**src/rtl/npc_pc_unit_pkg.sv**
```systemverilog
// Shared next-PC opcodes and default vectors for the fetch PC unit.
// No logic here; constants only.
package npc_pc_unit_pkg;

  localparam logic [2:0] NPC_SEQ  = 3'd0;
  localparam logic [2:0] NPC_BEQ  = 3'd1;
  localparam logic [2:0] NPC_J    = 3'd2;
  localparam logic [2:0] NPC_JR   = 3'd3;
  localparam logic [2:0] NPC_BNE  = 3'd4;
  localparam logic [2:0] NPC_JAL  = 3'd5;
  localparam logic [2:0] NPC_JRRA = 3'd6;

  localparam logic [31:0] DEF_RESET_PC = 32'h0000_3000;
  localparam logic [31:0] DEF_EXC_VEC  = 32'h0000_4180;

endpackage

```
**src/rtl/npc_pc_unit_ras_stack.sv**
```systemverilog
// Circular return-address stack; push/pop take effect on the clock edge, top is combinational.
// A push when full overwrites the oldest entry; a pop when empty is ignored.
module ras_stack #(
  parameter int DEPTH  = 4,
  parameter int ADDR_W = 32
) (
  input  logic              clk,
  input  logic              rst_n,
  input  logic              push,
  input  logic              pop,
  input  logic [ADDR_W-1:0] din,
  output logic [ADDR_W-1:0] top,
  output logic              nonempty
);

  localparam int PW = (DEPTH > 1) ? $clog2(DEPTH) : 1;
  localparam int CW = $clog2(DEPTH + 1);
  localparam logic [CW-1:0] CNT_FULL = CW'(DEPTH);

  logic [ADDR_W-1:0] mem [DEPTH];
  logic [PW-1:0]     ptr;
  logic [PW-1:0]     ptr_inc;
  logic [PW-1:0]     ptr_dec;
  logic [CW-1:0]     cnt;

  // ptr is the next write slot, so the top entry sits one below it
  assign ptr_inc  = (DEPTH == 1) ? '0 : ptr + PW'(1);
  assign ptr_dec  = (DEPTH == 1) ? '0 : ptr - PW'(1);
  assign top      = mem[ptr_dec];
  assign nonempty = (cnt != '0);

  always_ff @(posedge clk) begin
    if (push) begin
      mem[ptr] <= din;
    end
  end

  always_ff @(posedge clk or negedge rst_n) begin
    if (!rst_n) begin
      ptr <= '0;
      cnt <= '0;
    end else if (push) begin
      ptr <= ptr_inc;
      if (cnt != CNT_FULL) begin
        cnt <= cnt + CW'(1);
      end
    end else if (pop && nonempty) begin
      ptr <= ptr_dec;
      cnt <= cnt - CW'(1);
    end
  end

endmodule

```
**src/rtl/npc_pc_unit.sv**
```systemverilog
// Fetch PC register with next-PC select, exception/ERET redirect, RAS cross-check and branch counters.
// npc is combinational, pc_f follows one cycle later; stall_f holds pc_f unless a redirect is pending.
import npc_pc_unit_pkg::*;

module npc_pc_unit #(
  parameter int                ADDR_W    = 32,
  parameter logic [ADDR_W-1:0] RESET_PC  = ADDR_W'(DEF_RESET_PC),
  parameter logic [ADDR_W-1:0] EXC_VEC   = ADDR_W'(DEF_EXC_VEC),
  parameter int                RAS_DEPTH = 4,
  parameter int                CNT_W     = 16
) (
  input  logic              clk,
  input  logic              rst_n,
  input  logic              stall_f,
  input  logic [2:0]        npc_op,
  input  logic [31:0]       instr_d,
  input  logic [ADDR_W-1:0] pc_d,
  input  logic [ADDR_W-1:0] ra_data,
  input  logic              zero,
  input  logic              exc_req,
  input  logic              eret_req,
  input  logic [ADDR_W-1:0] epc,
  output logic [ADDR_W-1:0] pc_f,
  output logic [ADDR_W-1:0] npc,
  output logic [ADDR_W-1:0] link_addr,
  output logic              ras_mismatch,
  output logic [CNT_W-1:0]  branch_cnt,
  output logic [CNT_W-1:0]  taken_cnt
);

  localparam logic [CNT_W-1:0] CNT_MAX = '1;

  logic [ADDR_W-1:0] seq_pc;
  logic [ADDR_W-1:0] boff;
  logic [ADDR_W-1:0] btgt;
  logic [ADDR_W-1:0] jtgt;
  logic              advance;
  logic              is_branch;
  logic              taken;
  logic              ras_push;
  logic              ras_pop;
  logic [ADDR_W-1:0] ras_top;
  logic              ras_nonempty;
  logic              mismatch_next;
  logic              unused_ok;

  assign unused_ok = ^instr_d[31:26];

  assign seq_pc    = pc_f + ADDR_W'(4);
  assign boff      = {{(ADDR_W-18){instr_d[15]}}, instr_d[15:0], 2'b00};
  assign btgt      = pc_d + ADDR_W'(4) + boff;
  assign link_addr = pc_d + ADDR_W'(8);

  generate
    if (ADDR_W > 28) begin : g_jtgt_hi
      assign jtgt = {pc_f[ADDR_W-1:28], instr_d[25:0], 2'b00};
    end else begin : g_jtgt_28
      assign jtgt = {instr_d[25:0], 2'b00};
    end
  endgenerate

  always_comb begin
    npc = seq_pc;
    if (exc_req) begin
      npc = EXC_VEC;
    end else if (eret_req) begin
      npc = epc;
    end else if (stall_f) begin
      npc = pc_f;
    end else begin
      case (npc_op)
        NPC_BEQ:          npc = zero  ? btgt : seq_pc;
        NPC_BNE:          npc = !zero ? btgt : seq_pc;
        NPC_J, NPC_JAL:   npc = jtgt;
        NPC_JR, NPC_JRRA: npc = ra_data;
        default:          npc = seq_pc;
      endcase
    end
  end

  // Side effects (RAS, counters) only count once per instruction actually leaving D
  assign advance   = !exc_req && !eret_req && !stall_f;
  assign is_branch = (npc_op == NPC_BEQ) || (npc_op == NPC_BNE);
  assign taken     = ((npc_op == NPC_BEQ) && zero) || ((npc_op == NPC_BNE) && !zero);
  assign ras_push  = advance && (npc_op == NPC_JAL);
  assign ras_pop   = advance && (npc_op == NPC_JRRA);

  generate
    if (RAS_DEPTH > 0) begin : g_ras
      ras_stack #(
        .DEPTH (RAS_DEPTH),
        .ADDR_W(ADDR_W)
      ) u_ras (
        .clk     (clk),
        .rst_n   (rst_n),
        .push    (ras_push),
        .pop     (ras_pop),
        .din     (link_addr),
        .top     (ras_top),
        .nonempty(ras_nonempty)
      );
    end else begin : g_no_ras
      assign ras_top      = '0;
      assign ras_nonempty = 1'b0;
    end
  endgenerate

  assign mismatch_next = ras_pop && ras_nonempty && (ras_top != ra_data);

  always_ff @(posedge clk or negedge rst_n) begin
    if (!rst_n) begin
      pc_f         <= RESET_PC;
      ras_mismatch <= 1'b0;
      branch_cnt   <= '0;
      taken_cnt    <= '0;
    end else begin
      pc_f         <= npc;
      ras_mismatch <= mismatch_next;
      if (advance && is_branch) begin
        if (branch_cnt != CNT_MAX) begin
          branch_cnt <= branch_cnt + CNT_W'(1);
        end
        if (taken && (taken_cnt != CNT_MAX)) begin
          taken_cnt <= taken_cnt + CNT_W'(1);
        end
      end
    end
  end

endmodule

```
**config.mk**
```make
export PLATFORM = sky130hd
export DESIGN_NAME = npc_pc_unit
export DESIGN_NICKNAME = d
export VERILOG_FILES = /design/src/rtl/npc_pc_unit_pkg.sv /design/src/rtl/npc_pc_unit_ras_stack.sv /design/src/rtl/npc_pc_unit.sv
export SDC_FILE = /design/constraint.sdc
export NUM_CORES = 1
export LEC_CHECK = 0
export ABC_CLOCK_PERIOD_IN_PS = 4000
export BUFFER_PORTS_ARGS = -buffer_cell sky130_fd_sc_hd__buf_4
export CAP_MARGIN = 5
export CORE_MARGIN = 2
export CORE_UTILIZATION = 30
export DETAILED_ROUTE_END_ITERATION = 8
export MAX_ROUTING_LAYER = met4
export PLACE_DENSITY_LB_ADDON = 0.2
export SYNTH_ARGS = -nofsm -noshare
export SYNTH_HDL_FRONTEND = slang
export SYNTH_SLANG_ARGS = --single-unit
export TNS_END_PERCENT = 5
```
**constraint.sdc**
```tcl
create_clock -name clk -period 4 [get_ports clk]
set_clock_uncertainty 0.2 [all_clocks]
set_input_delay 0.4 -clock clk [delete_from_list [all_inputs] [get_ports clk]]
set_output_delay 0.4 -clock clk [all_outputs]
set_load 0.05 [all_outputs]
```
* Word level (Yosys, flattened, before mapping)
Memory sizes are Yosys's and may differ from the RTL's.
Cells that the tools add are included.
** Storage, ports and cells
- Bits in registers :: 70
- Memories :: 1
- Memory bits (writable) :: 128
- Bits of input ports :: 137
** Memory list
- g_ras.u_ras.mem :: words 4, bits a word 32, read ports 1, clocked after memory_dff 0, write ports 1, RTL line npc_pc_unit_ras_stack.sv:20 : logic [ADDR_W-1:0] mem [DEPTH];
** Cells by class
- Add/subtract/negate cells :: 10
- Muxes and demuxes :: 13
- Reduce and logical (&&, ||, !) cells :: 23
- Equality and inequality tests :: 11
** Operators by type and width (number)
- two-way mux 32 bit :: 5
- one-hot mux 32 bit (4 select lines) :: 1
- adder 32 x 3 -> 32 bit, second input constant :: 2
- adder 16 x 1 -> 16 bit, second input constant :: 2
- adder 32 bit :: 1
- adder 32 x 4 -> 32 bit, second input constant :: 1
- inequality test 16 bit, second input constant :: 2
- inequality test 32 bit :: 1
- logical AND 1 bit :: 10
- equality test 3 bit, second input constant :: 3
- two-way mux 3 bit :: 3
- equality test 3 x 2 -> 1 bit, second input constant :: 2
- AND reduction 2 bit :: 3
- logical NOT 1 bit :: 4
- two-way mux 2 bit :: 2
- OR reduction 2 bit :: 2
- adder 3 x 1 -> 3 bit, second input constant :: 1
- equality test 3 x 1 -> 1 bit, second input constant :: 1
- inequality test 3 bit, second input constant :: 1
- nonzero test 3 bit :: 1
- subtractor 3 x 1 -> 3 bit, second input constant :: 1
- adder 2 x 1 -> 2 bit, second input constant :: 1
- logical OR 1 bit :: 2
- two-way mux 1 bit :: 2
- other kinds (3) :: 3

* Depth between registers and ports, before layout
Gate-level depths: netlist of run 1.
- Depth in word-level cells :: 7
- Depth in mapped cells :: 13
- Gate-level depth less buffers :: 13

* By module
A second synthesis of run 1 with hierarchy kept.
** Unflattened totals
- Cells, all modules :: 1145
- Area, all modules :: 12446.9 um^2
** Modules (own cells, without submodules)
- npc_pc_unit :: times used 1, seq. area each 1629.1 um^2, cells an instance 935, area an instance 7405.9 um^2
- ras_stack :: times used 1, seq. area each 3968.8 um^2, cells an instance 210, area an instance 5041.1 um^2

* Least setup slack after synthesis of run 1
OpenSTA, ideal clock, no wires.
- Kind :: in2out
- Start :: input instr_d[1]
- End :: output npc[15]
- Data arrival time :: 3332 ps
- Stages :: 11
- Buffers on the path :: 0
- Slack :: 68 ps
- Cell sequence :: ha_1 ha_1 inv_1 fa_1 nor2b_1 o2111ai_1 a211oi_1 o41ai_2 xnor2_1 a21oi_1 nor3_1
** On the way
- Longest elaborated chain between the ends :: 6
- Elaborated cells on any way between the ends :: 7
** RTL lines
- from (decl) :: RTL line npc_pc_unit.sv:16 : input logic [31:0] instr_d,
- adder 32 bit (*) :: RTL line npc_pc_unit.sv:51 : assign btgt = pc_d + ADDR_W'(4) + boff;
- two-way mux 32 bit, on equally long branches :: RTL line npc_pc_unit.sv:73, npc_pc_unit.sv:72
- one-hot mux 32 bit (4 select lines) (*) :: RTL line npc_pc_unit.sv:71 : case (npc_op)
- two-way mux 32 bit (*) :: RTL line npc_pc_unit.sv:68 : end else if (stall_f) begin
- two-way mux 32 bit (*) :: RTL line npc_pc_unit.sv:66 : end else if (eret_req) begin
- two-way mux 32 bit (*) :: RTL line npc_pc_unit.sv:64 : if (exc_req) begin
- to (decl) :: RTL line npc_pc_unit.sv:24 : output logic [ADDR_W-1:0] npc,
Every way passes the cells marked *; elsewhere a longest branch is shown, timed or not.

* Worst setup path in the final report of run 1
- Start :: input pc_d[7]
- End :: output npc[26]
** On the way
- Longest elaborated chain between the ends :: 7
- Elaborated cells on any way between the ends :: 8
** RTL lines
- from (decl) :: RTL line npc_pc_unit.sv:17 : input logic [ADDR_W-1:0] pc_d,
- adder 32 x 3 -> 32 bit (*) :: RTL line npc_pc_unit.sv:51
- adder 32 bit (*) :: RTL line npc_pc_unit.sv:51
- two-way mux 32 bit, on equally long branches :: RTL line npc_pc_unit.sv:73, npc_pc_unit.sv:72
- one-hot mux 32 bit (4 select lines) (*) :: RTL line npc_pc_unit.sv:71
- two-way mux 32 bit (*) :: RTL line npc_pc_unit.sv:68
- two-way mux 32 bit (*) :: RTL line npc_pc_unit.sv:66
- two-way mux 32 bit (*) :: RTL line npc_pc_unit.sv:64
Marked as above.

==> impl_metrics.csv, run 1 <==
group,metric,value,unit
synthesis,syn-instance-count,1094,
timing,finalWorstPathRequiredPeriod,3.83,ns
floorplanning,die_x,204,um
cts,h-tree-depth,4,
synthesis,synth_compound_gate_area_share,13.7,%
cts,cts.clk_slew.worst_paths,0.07,ns
pwr,power_density,437,nW/um^2
route,drt-wirelength-per-cell,23.2,um
route,avgViaCountPerCell,5.36,
final_layout,antenna-diode-count,0,
timing,maxSlewViolCount,0,
timing,final_hold_viol_count,0,
job,drv.max_cap_violation_count,0,
setup_path,regToRegSetupSlack,0.79,ns
synthesis,syn-num-nets,1298,
timing,finalSetupViolations,0,
setup_path,r2r-end,"ras_mismatch",
placed_design,post-dp-hpwl,34700,um
synthesis,synth_adder_area_share,7.10,%
pwr,power_leakage,6.23,nW
final_layout,multiInputGateArea,6150,sq um
synthesis,synth.avg_cell_area,11.0,sq um
synthesis,synthSimpleGateAreaFrac,14.4,%
status,status,"finished, final reports clean",
global_routing,grt_pass1_vias,9912,
hold_path,whs_path_depth,3,
timing,max_clock_freq,261,MHz
hold_path,hold_class,"input pin to flop",
setup_path,max_fo_critical_path,5,
placed_design,port-buffer-count,259,
synthesis,synth_seq_area_share,46.6,%
synthesis,post_synth_instance_area,12000,sq um
synthesis,synth.mux.area_fraction,6.40,%
synthesis,asyncSetResetFlopFracSynth,35.4,%
cts,clock_buffers_created_by_tritoncts,17,
timing,max_slew.worst_pin.slew,1.04,ns
synthesis,synth_xor_xnor_area_share,9.11,%
timing,setup_repair_after_global_routing_missed_its_margin,"no",
setup_path,critical_path_required,3.40,ns
route,vias,10200,
setup_path,timing.rr.start,"g_ras.u_ras.ptr[1]",
cts,cts_tree,"yes",
global_routing,grt_start_max_net_pins,71,
setup_path,setup.worst_path.start,"pc_d[7]",
final_layout,final_nets,1573,
hold_path,worst_hold_startpoint,"epc[0]",
global_routing,grt_first_pass_wirelength,64400,um
timing,max_slew_margin,30.6,%
placed_design,gp_routability_congestion,0.894,
placed_design,detailed_place.area,14800,sq um
synthesis,synthDistinctLibCells,75,
synthesis,synthDominantCellAreaShare,32.0,%
synthesis,combinational_family_with_the_most_area_after_synthesis,"simple AND/OR/NAND/NOR gates",
synthesis,yosysWarnings,0,
final_layout,sequential_standard_cell_area,5600,sq um
pwr,vdd.ir_drop.worst,0.252,mV
final_layout,layout.cell_area.non_filler,15400,sq um
floorplanning,fp.coreArea,39600,sq um
setup_path,critPathKind,"input pin to output pin",
route,wirelength,44300,um
route,ant_nets,0,
floorplanning,num_rows,73,
cts,clock_sink_count,198,
synthesis,synth_top_cell_by_area,"sky130_fd_sc_hd__edfxtp_1",
floorplanning,ioPinCount,266,
pwr,totalPowerFinal,6.75,mW
final_layout,signed_area_change_from_the_synthesized_netlist_to_the_final_layout,28.5,%
setup_path,critPathCapture,"npc[26]",
floorplanning,start_util,30.3,%
route,drc,0,
final_layout,fillers,3922,
timing,finalCritPeriodShare,95.7,%
setup_path,critPathArrivalTime,3.23,ns
global_routing,grt_antenna_before_repair,0,
synthesis,ys_seq_elements,198,
global_routing,gr-usage-all-layers,21.7,%
floorplanning,die_h,204,um
route,drt_first_pass_iters,6,
synthesis,synth.top_cells.by_area,"sky130_fd_sc_hd__edfxtp_1, sky130_fd_sc_hd__dfrtp_1, sky130_fd_sc_hd__ha_1",
cts,ctsRootBufferMaster,"sky130_fd_sc_hd__clkbuf_16",
route,first_iter_violations,695,
cts,cts_max_path_buffers,2,
global_routing,residual_overflow_from_global_routing,0,
setup_path,worstRegToRegCells,8,
setup_path,end_kind,"output pin",
cts,clk-insertion-delay-late,0.46,ns
synthesis,synth-main-ff-cell,"sky130_fd_sc_hd__edfxtp_1",
final_layout,post_route_cells_drive_above_1_share,28.1,%
floorplanning,die_outline_area,41700,sq um
synthesis,synth_enable_flop_cells,128,
setup_path,type_of_element_launching_the_critical_path,"input pin",
-- worst min path at each step --
stage                    endpoint  slack (ns)
finish                    pc_f[0]        0.02
global route              pc_f[0]       0.009
CTS                       pc_f[0]       0.004
detailed placement  branch_cnt[4]        0.28
global placement     taken_cnt[7]        0.28
floorplan           branch_cnt[0]        -0.1
-- what timing repair did --
action	in CTS	in global routing
endpoints found under the setup margin	1	7
buffers inserted	0	0
resized for setup	1	9
hold endpoints to repair	77	0
hold buffers	4	0
-- synthesized netlist by cell type, types with 4 or more instances --
cell                        instances
sky130_fd_sc_hd__o2111ai_1          5
sky130_fd_sc_hd__edfxtp_1         128
sky130_fd_sc_hd__nor4_1            11
sky130_fd_sc_hd__mux4_2            30
sky130_fd_sc_hd__nand2b_1           4
sky130_fd_sc_hd__inv_1             32
sky130_fd_sc_hd__mux2i_1            6
sky130_fd_sc_hd__nor2_1            60
sky130_fd_sc_hd__a2bb2oi_1          4
sky130_fd_sc_hd__clkbuf_1          39
sky130_fd_sc_hd__nand4_1           38
sky130_fd_sc_hd__a22oi_1            5
sky130_fd_sc_hd__ha_1              65
sky130_fd_sc_hd__or3_1              5
sky130_fd_sc_hd__a31oi_1            8
sky130_fd_sc_hd__and3_1            15
sky130_fd_sc_hd__a221oi_1          25
sky130_fd_sc_hd__nand3_1           47
sky130_fd_sc_hd__o21ai_1            7
sky130_fd_sc_hd__and2_1             9
sky130_fd_sc_hd__o211ai_1           5
sky130_fd_sc_hd__xnor2_1           71
sky130_fd_sc_hd__and4_1             8
sky130_fd_sc_hd__dfrtp_1           68
sky130_fd_sc_hd__o21ai_0           50
sky130_fd_sc_hd__nor3_1            34
sky130_fd_sc_hd__o221ai_1           4
sky130_fd_sc_hd__o21a_1             7
sky130_fd_sc_hd__a21o_1            13
sky130_fd_sc_hd__nand2_1           79
sky130_fd_sc_hd__o22ai_1           29
sky130_fd_sc_hd__a21boi_1           4
sky130_fd_sc_hd__a21oi_1           53
sky130_fd_sc_hd__xor2_1            54
sky130_fd_sc_hd__buf_2              5
sky130_fd_sc_hd__a211oi_1           4
-- metrics by stage --
| step | setup slack (ns) | hold WS [ns] | cells | utilization [%] | setup TNS (ns) |
|---|---|---|---|---|---|
| floorplan | 0.0679 | -0.0956 | 1094 | - | 0 |
| global placement | -0.0668 | 0.283 | 1871 | 37.2 | -0.0668 |
| detailed placement | -0.0790 | 0.284 | 1871 | 37.2 | -0.0790 |
| CTS | 0.00410 | 0.00364 | 1907 | 38.8 | 0 |
| global route | 0.0775 | 0.00916 | 1907 | 39.0 | 0 |
| finish | 0.171 | 0.0248 | 1907 | 39.0 | 0 |
-- registers in the layout, summed over array words and instances, names as in the netlist --
signal           flops
pc_f                32
taken_cnt           16
ras_mismatch         1
branch_cnt          16
g_ras.u_ras.mem    128
g_ras.u_ras.ptr      2
g_ras.u_ras.cnt      3
-- cell type report --
class	count	share of cell area (%)
timing repair buffer	305	15.1
clock inverter	13	0.859
multi-input combinational	815	39.8
tap	525	4.25
sequential	198	36.3
inverter	32	0.778
clock buffer	19	2.93
-- where the power goes --
group / switching [mW] / internal (mW)
Clock: 0.870 / 0.912
Combinational: 1.54 / 1.05
Sequential: 0.115 / 2.26
-- cell families (layout without fill, tap and decap cells) --
kind of cell               count (synthesis)  after routing
adders and majority gates                 67             67
xor gates and xnor gates                 125            125
buffers and inverters                     81            369
muxes                                     39             39
DFF                                      198            198
and+or+nand+nor                          335            335
AOI/OAI and AO/OA                        249            249
-- critical path: stages --
cell                       delay, ns
sky130_fd_sc_hd__buf_4          0.14
sky130_fd_sc_hd__ha_1           0.29
sky130_fd_sc_hd__ha_1           0.38
sky130_fd_sc_hd__a21o_1         0.22
sky130_fd_sc_hd__a31oi_1        0.31
sky130_fd_sc_hd__a21boi_1       0.21
sky130_fd_sc_hd__o21ai_1        0.39
sky130_fd_sc_hd__a21boi_1       0.14
sky130_fd_sc_hd__o311a_1        0.31
sky130_fd_sc_hd__a22o_1         0.23
sky130_fd_sc_hd__buf_4          0.20
-- routing by layer --
layer  vias up  global-route usage (%)  part of all wire, %
met5         -                       -                    0
li1       4745                       -                    -
met4         0                    6.39                  2.3
met2       387                    31.6                   43
met3        58                    4.29                  7.0
met1      5038                    30.5                   47
-- cell usage in the layout, fill, tap and decap left out, types with 47 or more instances in the layout --
| cell | Yosys | routed |
|---|---|---|
| sky130_fd_sc_hd__a21oi_1 | 53 | 52 |
| sky130_fd_sc_hd__buf_4 | 3 | 298 |
| sky130_fd_sc_hd__dfrtp_1 | 68 | 67 |
| sky130_fd_sc_hd__edfxtp_1 | 128 | 128 |
| sky130_fd_sc_hd__ha_1 | 65 | 63 |
| sky130_fd_sc_hd__nand2_1 | 79 | 79 |
| sky130_fd_sc_hd__nand3_1 | 47 | 47 |
| sky130_fd_sc_hd__nor2_1 | 60 | 60 |
| sky130_fd_sc_hd__o21ai_0 | 50 | 50 |
| sky130_fd_sc_hd__xnor2_1 | 71 | 71 |
| sky130_fd_sc_hd__xor2_1 | 54 | 54 |
(Power assumes the default switching activity.)
==> inputs of run 2 (changes only) <==
--- a/config.mk
+++ b/config.mk
@@ -6,7 +6,7 @@
 export NUM_CORES = 1
 export LEC_CHECK = 0
 export ABC_CLOCK_PERIOD_IN_PS = 4000
-export BUFFER_PORTS_ARGS = -buffer_cell sky130_fd_sc_hd__buf_4
+export BUFFER_PORTS_ARGS = -buffer_cell sky130_fd_sc_hd__buf_2
 export CAP_MARGIN = 5
 export CORE_MARGIN = 2
 export CORE_UTILIZATION = 30
==> impl_metrics.csv, run 2 (synthesis gave the netlist of run 1 again) <==
group,metric,value,unit
floorplanning,start_util,30.3,%
global_routing,grt_first_pass_wirelength,65400,um
final_layout,layout.cell_area.non_filler,15200,sq um
global_routing,grt_pass1_vias,10000,
floorplanning,ioPinCount,266,
job,drv.max_cap_violation_count,0,
setup_path,type_of_element_launching_the_critical_path,"input pin",
pwr,power_density,447,nW/um^2
route,first_iter_violations,823,
final_layout,multiInputGateArea,6150,sq um
final_layout,finalCoreUtilization,38.3,%
final_layout,post_route_cells_drive_above_1_share,30.0,%
floorplanning,die_outline_area,41700,sq um
global_routing,grt_start_max_net_pins,71,
cts,clock_sink_count,198,
timing,maxSlewViolCount,0,
setup_path,critical_path_required,3.40,ns
final_layout,signed_area_change_from_the_synthesized_netlist_to_the_final_layout,26.2,%
timing,setup_repair_after_global_routing_missed_its_margin,"yes",
route,drt_first_pass_iters,5,
route,avgViaCountPerCell,5.37,
timing,max_slew.worst_pin.slew,1.02,ns
timing,max_slew_margin,32.0,%
cts,ctsRootBufferMaster,"sky130_fd_sc_hd__clkbuf_16",
timing,finalWorstPathRequiredPeriod,3.88,ns
cts,cts_max_path_buffers,2,
final_layout,final_std_cells_w_o_fill,1949,
setup_path,critPathArrivalTime,3.28,ns
final_layout,final_nets,1612,
global_routing,residual_overflow_from_global_routing,0,
route,wirelength,44900,um
timing,final_hold_viol_count,0,
placed_design,port-buffer-count,259,
setup_path,end_kind,"output pin",
placed_design,detailed_place.area,14400,sq um
floorplanning,fp.coreArea,39600,sq um
placed_design,gp_routability_congestion,0.884,
cts,cts.clk_slew.worst_paths,0.07,ns
floorplanning,die_x,204,um
final_layout,sequential_standard_cell_area,5600,sq um
route,ant_nets,0,
setup_path,max_fo_critical_path,4,
timing,fin_ws,0.123,ns
route,vias,10500,
final_layout,max_flop_register,"g_ras.u_ras.mem",
placed_design,post-place-ws,-0.0669,ns
timing,finalSetupViolations,0,
final_layout,fillers,4009,
cts,clk-insertion-delay-late,0.46,ns
placed_design,numPlacedInstances,1910,
cts,clock_buffers_created_by_tritoncts,17,
floorplanning,die_h,204,um
hold_path,hold_class,"input pin to flop",
timing,finalCritPeriodShare,96.9,%
cts,h-tree-depth,4,
global_routing,gr-usage-all-layers,22.1,%
final_layout,layout_common_cells,"sky130_fd_sc_hd__buf_2, sky130_fd_sc_hd__edfxtp_1, sky130_fd_sc_hd__buf_4",
route,drc,0,
cts,cts_tree,"yes",
floorplanning,num_rows,73,
timing,hold-worst-slack,0.0289,ns
timing,totalNegativeSetupSlack,0,ns
placed_design,post-dp-hpwl,35400,um
status,status,"finished, final reports clean",
pwr,totalPowerFinal,6.78,mW
pwr,power_leakage,6.26,nW
global_routing,grt_antenna_before_repair,1,
pwr,vdd.ir_drop.worst,0.294,mV
cts,cts.repair_timing.setup_buffer_count,0,
final_layout,layout.cells.most_common,"sky130_fd_sc_hd__buf_2",
route,drt-wirelength-per-cell,23.0,um
setup_path,critPathKind,"input pin to output pin",
final_layout,largest_register_ff_count,128,
timing,max_clock_freq,258,MHz
final_layout,top_regs,"g_ras.u_ras.mem: 128 flops, pc_f: 32 flops",
==> run 2: cell types whose count changed in the layout (fill, tap and decap cells not counted), moves of 2 or more <==
cell,before,now
sky130_fd_sc_hd__ha_2,2,0
sky130_fd_sc_hd__ha_1,63,65
sky130_fd_sc_hd__inv_6,3,1
sky130_fd_sc_hd__diode_2,0,3
sky130_fd_sc_hd__buf_4,298,80
sky130_fd_sc_hd__buf_12,2,5
sky130_fd_sc_hd__clkinv_4,3,1
sky130_fd_sc_hd__buf_2,0,253
sky130_fd_sc_hd__clkbuf_1,0,2
==> run 2: routing by layer <==
metal	vias to the layer above	part of all wire, %	track usage (%)
li1	4839	-	-
met1	5203	47	30.7
met2	358	44	32.1
met3	57	6.9	4.62
met4	0	2.5	7.04
met5	-	0	-
==> run 2: power breakdown <==
part | leakage (nW) | switching [mW] | internal (mW) | total, mW
registers | 2.06 | 0.113 | 2.26 | 2.37
clock network | 0.292 | 0.848 | 0.974 | 1.82
logic | 3.91 | 1.56 | 1.02 | 2.58
==> run 2: cell type report <==
type	instances	share of cell area [%]
clock buffers	21	3.04
well taps	525	4.33
flip-flops and latches	198	36.9
diodes	3	0.0495
clock inverters	11	0.957
multi-input cells	815	40.6
repair buffers	344	13.4
inverters	32	0.792
==> run 2: worst paths after layout <==
kind / depth (start not counted) / slack [ns] / start / to
hold / removal: 3 / 0.03 / epc[1] / pc_f[1]
max in group asynchronous: 2 / 2.44 / rst_n / g_ras.u_ras.ptr[0]
setup reg to reg: 6 / 0.68 / g_ras.u_ras.ptr[0] / ras_mismatch
hold reg to reg: 1 / 0.29 / branch_cnt[4] / branch_cnt[4]
min in group asynchronous: 2 / 0.43 / rst_n / pc_f[28]
setup / recovery: 14 / 0.12 / pc_d[3] / npc[15]
==> run 2: timing repair <==
| action | in CTS | in global routing |
|---|---|---|
| endpoints found under the setup margin | 3 | 7 |
| gates resized for setup | 5 | 13 |
| hold endpoints to repair | 74 | 0 |
| pin swaps | 1 | 2 |
| cloned | 0 | 0 |
| hold buffers | 4 | 0 |
==> run 2: worst max-delay path, stage by stage <==
cell	delay (ns)
sky130_fd_sc_hd__buf_2	0.11
sky130_fd_sc_hd__ha_1	0.28
sky130_fd_sc_hd__ha_1	0.16
sky130_fd_sc_hd__inv_1	0.05
sky130_fd_sc_hd__fa_1	0.38
sky130_fd_sc_hd__nor2b_1	0.21
sky130_fd_sc_hd__o2111ai_2	0.20
sky130_fd_sc_hd__a211oi_2	0.35
sky130_fd_sc_hd__o41ai_4	0.17
sky130_fd_sc_hd__buf_4	0.17
sky130_fd_sc_hd__xnor2_1	0.16
sky130_fd_sc_hd__a21oi_1	0.14
sky130_fd_sc_hd__nor3_1	0.25
sky130_fd_sc_hd__buf_4	0.26
